## config.mk

```make
export PLATFORM = sky130hd
export DESIGN_NAME = ps2_scancode_receiver
export DESIGN_NICKNAME = d
export VERILOG_FILES = /design/src/rtl/ps2_scancode_receiver.sv
export SDC_FILE = /design/constraint.sdc
export NUM_CORES = 1
export LEC_CHECK = 0
export BUFFER_PORTS_ARGS = -buffer_cell sky130_fd_sc_hd__buf_2
export CORE_ASPECT_RATIO = 0.6
export CORE_MARGIN = 5
export CORE_UTILIZATION = 50
export CTS_CLUSTER_SIZE = 40
export DETAILED_ROUTE_END_ITERATION = 7
export PLACE_DENSITY = 0.68
export SYNTH_ARGS = -nofsm -noshare
export SYNTH_HDL_FRONTEND = slang
export SYNTH_SLANG_ARGS = --single-unit
```

## constraint.sdc

```tcl
create_clock -name clk -period 2.8 [get_ports clk]
set_clock_uncertainty 0.05 [all_clocks]
set_input_delay 0.14 -clock clk [delete_from_list [all_inputs] [get_ports clk]]
set_output_delay 0.14 -clock clk [all_outputs]
set_load 0.1 [all_outputs]
```

## src/rtl/ps2_scancode_receiver.sv

```systemverilog
// PS/2 device-to-host receiver: synchronizes and deglitches the raw PS/2
// lines, decodes 11-bit frames (start, 8 data LSB first, odd parity, stop)
// and emits each correctly received byte with a one-cycle strobe.
module ps2_scancode_receiver #(
    parameter int FILTER_LEN     = 8,
    parameter int TIMEOUT_CYCLES = 100000
) (
    input  logic       clk,
    input  logic       rst,
    input  logic       ps2_clk,
    input  logic       ps2_data,
    output logic [7:0] scancode,
    output logic       scancode_done,
    output logic       frame_error
);

    localparam int TW = $clog2(TIMEOUT_CYCLES + 1);
    localparam logic [TW-1:0] TMO_LAST = TW'(TIMEOUT_CYCLES - 1);

    typedef enum logic [1:0] {
        ST_IDLE   = 2'd0,
        ST_DATA   = 2'd1,
        ST_PARITY = 2'd2,
        ST_STOP   = 2'd3
    } state_t;

    // Input conditioning registers
    logic                  clk_s1_q, clk_s2_q;
    logic                  data_s1_q, data_s2_q;
    logic [FILTER_LEN-1:0] filt_sr_q;
    logic                  filt_clk_q, filt_clk_d;
    logic                  filt_prev_q;
    logic                  fall_s;

    // Frame decode registers
    state_t                state_q, state_d;
    logic [3:0]            bitcnt_q, bitcnt_d;
    logic [7:0]            shreg_q, shreg_d;
    logic                  parity_q, parity_d;
    logic [TW-1:0]         tmo_q, tmo_d;
    logic [7:0]            scancode_q, scancode_d;
    logic                  done_q, done_d;
    logic                  err_q, err_d;

    // Two-flop synchronizers for both raw lines (idle high)
    always_ff @(posedge clk or posedge rst) begin
        if (rst) begin
            clk_s1_q  <= 1'b1;
            clk_s2_q  <= 1'b1;
            data_s1_q <= 1'b1;
            data_s2_q <= 1'b1;
        end else begin
            clk_s1_q  <= ps2_clk;
            clk_s2_q  <= clk_s1_q;
            data_s1_q <= ps2_data;
            data_s2_q <= data_s1_q;
        end
    end

    // Filtered clock only changes when every tap of the shift register agrees
    always_comb begin
        filt_clk_d = filt_clk_q;
        if (&filt_sr_q) begin
            filt_clk_d = 1'b1;
        end else if (~|filt_sr_q) begin
            filt_clk_d = 1'b0;
        end else begin
            filt_clk_d = filt_clk_q;
        end
    end

    // Deglitch shift register, filtered clock and its previous value
    always_ff @(posedge clk or posedge rst) begin
        if (rst) begin
            filt_sr_q   <= {FILTER_LEN{1'b1}};
            filt_clk_q  <= 1'b1;
            filt_prev_q <= 1'b1;
        end else begin
            filt_sr_q   <= {filt_sr_q[FILTER_LEN-2:0], clk_s2_q};
            filt_clk_q  <= filt_clk_d;
            filt_prev_q <= filt_clk_q;
        end
    end

    // Single-cycle pulse on each falling edge of the filtered clock
    assign fall_s = filt_prev_q & ~filt_clk_q;

    // Next-state, bit capture, timeout and output strobes
    always_comb begin
        state_d    = state_q;
        bitcnt_d   = bitcnt_q;
        shreg_d    = shreg_q;
        parity_d   = parity_q;
        tmo_d      = tmo_q;
        scancode_d = scancode_q;
        done_d     = 1'b0;
        err_d      = 1'b0;

        if (state_q == ST_IDLE) begin
            tmo_d = {TW{1'b0}};
        end else if (fall_s) begin
            tmo_d = {TW{1'b0}};
        end else begin
            tmo_d = tmo_q + TW'(1);
        end

        case (state_q)
            ST_IDLE: begin
                if (fall_s && (data_s2_q == 1'b0)) begin
                    state_d  = ST_DATA;
                    bitcnt_d = 4'd0;
                end else begin
                    state_d = ST_IDLE;
                end
            end
            ST_DATA: begin
                if (fall_s) begin
                    shreg_d  = {data_s2_q, shreg_q[7:1]};
                    bitcnt_d = bitcnt_q + 4'd1;
                    if (bitcnt_q == 4'd7) begin
                        state_d = ST_PARITY;
                    end else begin
                        state_d = ST_DATA;
                    end
                end else begin
                    state_d = ST_DATA;
                end
            end
            ST_PARITY: begin
                if (fall_s) begin
                    parity_d = data_s2_q;
                    state_d  = ST_STOP;
                end else begin
                    state_d = ST_PARITY;
                end
            end
            ST_STOP: begin
                if (fall_s) begin
                    if ((data_s2_q == 1'b1) && ((^{shreg_q, parity_q}) == 1'b1)) begin
                        scancode_d = shreg_q;
                        done_d     = 1'b1;
                    end else begin
                        err_d = 1'b1;
                    end
                    state_d = ST_IDLE;
                end else begin
                    state_d = ST_STOP;
                end
            end
            default: begin
                state_d = ST_IDLE;
            end
        endcase

        // A stalled partial frame is dropped; a fall in this cycle wins
        if ((state_q != ST_IDLE) && !fall_s && (tmo_q == TMO_LAST)) begin
            state_d = ST_IDLE;
            tmo_d   = {TW{1'b0}};
            err_d   = 1'b1;
            done_d  = 1'b0;
        end else begin
            err_d = err_d;
        end
    end

    // Decoder state and registered outputs
    always_ff @(posedge clk or posedge rst) begin
        if (rst) begin
            state_q    <= ST_IDLE;
            bitcnt_q   <= 4'd0;
            shreg_q    <= 8'h00;
            parity_q   <= 1'b0;
            tmo_q      <= {TW{1'b0}};
            scancode_q <= 8'h00;
            done_q     <= 1'b0;
            err_q      <= 1'b0;
        end else begin
            state_q    <= state_d;
            bitcnt_q   <= bitcnt_d;
            shreg_q    <= shreg_d;
            parity_q   <= parity_d;
            tmo_q      <= tmo_d;
            scancode_q <= scancode_d;
            done_q     <= done_d;
            err_q      <= err_d;
        end
    end

    assign scancode      = scancode_q;
    assign scancode_done = done_q;
    assign frame_error   = err_q;

endmodule

```

==> results.sh <==
export IMPL_outcome="finished clean"
export IMPL_postSynthAreaPerCell_um2=12.6
export IMPL_start_util=0.520
export IMPL_synth_cells=190
export IMPL_whs_ps=53.8
export IMPL_cts_buffers=5
export IMPL_ios=14
export IMPL_num_fill_cells=386
export IMPL_fp_dieH_um=63.6
export IMPL_fin_area_um2=2670
export IMPL_nNetsFinal=216
export IMPL_num_antenna_cells=0
export IMPL_drive_gt1_frac=0.284
export IMPL_fp_dieW_um=99.4
export IMPL_grt_overflow_total=0
export IMPL_register_area_um2=1420
export IMPL_totalWireLength_mm=4.29
export IMPL_drt_iter0_markers=67
export IMPL_grt_max_degree=57
export IMPL_clkTransAtPathRegs_ps=100
export IMPL_vias_per_cell=5.56
export IMPL_dp_hpwl_mm=3.03
export IMPL_synthFlopType="dfrtp_1"
export IMPL_irDropWorstVdd_mv=0.340
export IMPL_fin_crit_sh=0.786
export IMPL_grt_pass1_vias=1565
export IMPL_fmax_mhz=455
export IMPL_path_class="register to register"
export IMPL_critPathMaxStageDelay_ps=480
export IMPL_cts_sinks=56
export IMPL_rsz0062_at_grt="no"
export IMPL_drtPass1Iterations=4
export IMPL_htreeDepth=2
export IMPL_antenna_found_initial=0
export IMPL_worstSetupStartpointType="register"
export IMPL_setup_viol=0
export IMPL_mostFrequentLayoutCell="dfrtp_1"
export IMPL_total_power_mw=1.71
export IMPL_tns_ps=0
export IMPL_cts_buffer_depth=2
export IMPL_cp_end_kind="register"
export IMPL_timing_slew_headroom=0.261
export IMPL_slowest_stage="xor3_1"
export IMPL_core_um2=4610
export IMPL_ys_ff_latch=56
export IMPL_syn_nets=196
export IMPL_postSynth_asyncResetShare=1.00
export IMPL_clock_root_buffer="clkbuf_8"
export IMPL_drv_cap=0
export IMPL_worstSkewPairLatency_ps=310
export IMPL_hp_class="primary input to async pin"
export IMPL_yosys_warnings=0
export IMPL_area_growth_pct=11.4
export IMPL_die_area_um2=6320
export IMPL_rows=19
export IMPL_io_buffers=13
export IMPL_placed_area_um2=2530
export IMPL_fin_crit_ps=2200
export IMPL_critPathMaxFanout=9
export IMPL_p_leak_nw=1.23
export IMPL_synthDistinctLibCells=42
export IMPL_p_per_area_nw_per_um2=640
export IMPL_multi_input_area_um2=938
export IMPL_required_ps=2950
export IMPL_final_cell_mix="dfrtp_1, nor2_1, mux2_2"
export IMPL_final_hold_viol_count=0
export IMPL_synth_edf_count=0
export IMPL_cts_tree="done"
export IMPL_wl_per_cell_um=15.7
export IMPL_place_congestion=0.845
export IMPL_seq_area_frac_synth=0.592
export IMPL_worst_pin_slew_ps=1110
export IMPL_antenna_left=0
export IMPL_vias=1524
export IMPL_postCtsSetupRepairBufs=0
export IMPL_worstPathCellList="xor3_1 > or4_4 > mux2i_4 > mux2_2"
export IMPL_grt_pass1_wl_mm=7.55
export IMPL_grt_use_total=0.152
export IMPL_drc=0
export IMPL_syn_area_um2=2400
export IMPL_arrival_ps=2350
export IMPL_maxSlewViolCount=0
[flip-flops by register name (all words and copies together) (netlist names)]
name / cells
state_q: 2
filt_prev_q: 1
clk_s1_q: 1
tmo_q: 17
data_s2_q: 1
bitcnt_q: 4
shreg_q: 8
scancode_done: 1
scancode: 8
frame_error: 1
clk_s2_q: 1
filt_clk_q: 1
data_s1_q: 1
filt_sr_q: 8
parity_q: 1
[per-stage QoR]
stage	setup slack, ps	std cells	utilization
after CTS	591	274	0.579
after detailed placement	584	264	0.550
final	600	274	0.579
after global placement	674	264	0.550
after floorplan	760	190	-
after global routing	542	274	0.579
[metal layers]
layer / up-vias / track usage / share of wire
met3: 6 / 0.0441 / 0.045
met4: 0 / 0.0477 / 0.0058
met5: - / 0 / 0
met1: 770 / 0.214 / 0.50
li1: 712 / - / -
met2: 36 / 0.227 / 0.45
[logic make-up (layout without fill, tap and decap cells)]
group,Yosys count,in the layout,synth area share
mux,20,20,0.0982
fa+ha+maj,2,2,0.0104
simple gates,64,64,0.147
buf+inv,9,30,0.0162
xor+xnor,19,19,0.0820
compound gates,20,20,0.0538
flops,56,56,0.592
[repair_timing]
item / in CTS / in global routing
endpoints found under the hold margin: 2 / 0
gates resized for setup: 0 / 0
setup endpoints to repair: 0 / 0
hold buffers: 2 / 0
[where the power goes]
part / internal (mW) / switching [mW] / leakage, nW / total (mW)
registers: 0.876 / 0.0697 / 0.721 / 0.945
clock network: 0.270 / 0.266 / 0.0548 / 0.536
logic: 0.108 / 0.119 / 0.457 / 0.228
[worst max-delay path, delay by kind of cell (launching register included)]
kind	cells	cell delay [ps]
xor gates and xnor gates	1	480
DFF	1	400
muxes	2	720
and+or+nand+nor	1	450
[cell type report]
| cell class | count | area share |
|---|---|---|
| Sequential cell | 56 | 0.531 |
| Multi-Input combinational cell | 125 | 0.351 |
| Timing Repair Buffer | 17 | 0.0375 |
| Tap cell | 63 | 0.0295 |
| Clock buffer | 5 | 0.0258 |
| Clock inverter | 3 | 0.0173 |
| Inverter | 5 | 0.00703 |
[final timing paths]
check	start	to	slack, ps	depth (start not counted)
min in group clk	clk_s2_q	filt_sr_q[0]	310	0
max in group asynchronous	rst	bitcnt_q[1]	1970	2
hold reg to reg	clk_s2_q	filt_sr_q[0]	310	0
setup reg to reg	shreg_q[7]	scancode[7]	600	4
hold / removal	rst	scancode[3]	50	2
setup / recovery	shreg_q[7]	scancode[7]	600	4
[synth_stat cells (3+ instances only)]
cell	count	area, µm²
o21ai_0	3	15.0
a22o_1	3	26.3
dfrtp_1	42	1050
inv_1	5	18.8
a21oi_1	5	25.0
nand2_1	7	26.3
nand4_1	7	43.8
xor2_1	13	114
dfstp_2	14	368
and4_1	4	35.0
nand3_1	9	45.0
nor2_1	19	71.3
xnor2_1	4	35.0
mux2_2	18	203
Note: power is estimated with default switching activity, not from simulation.
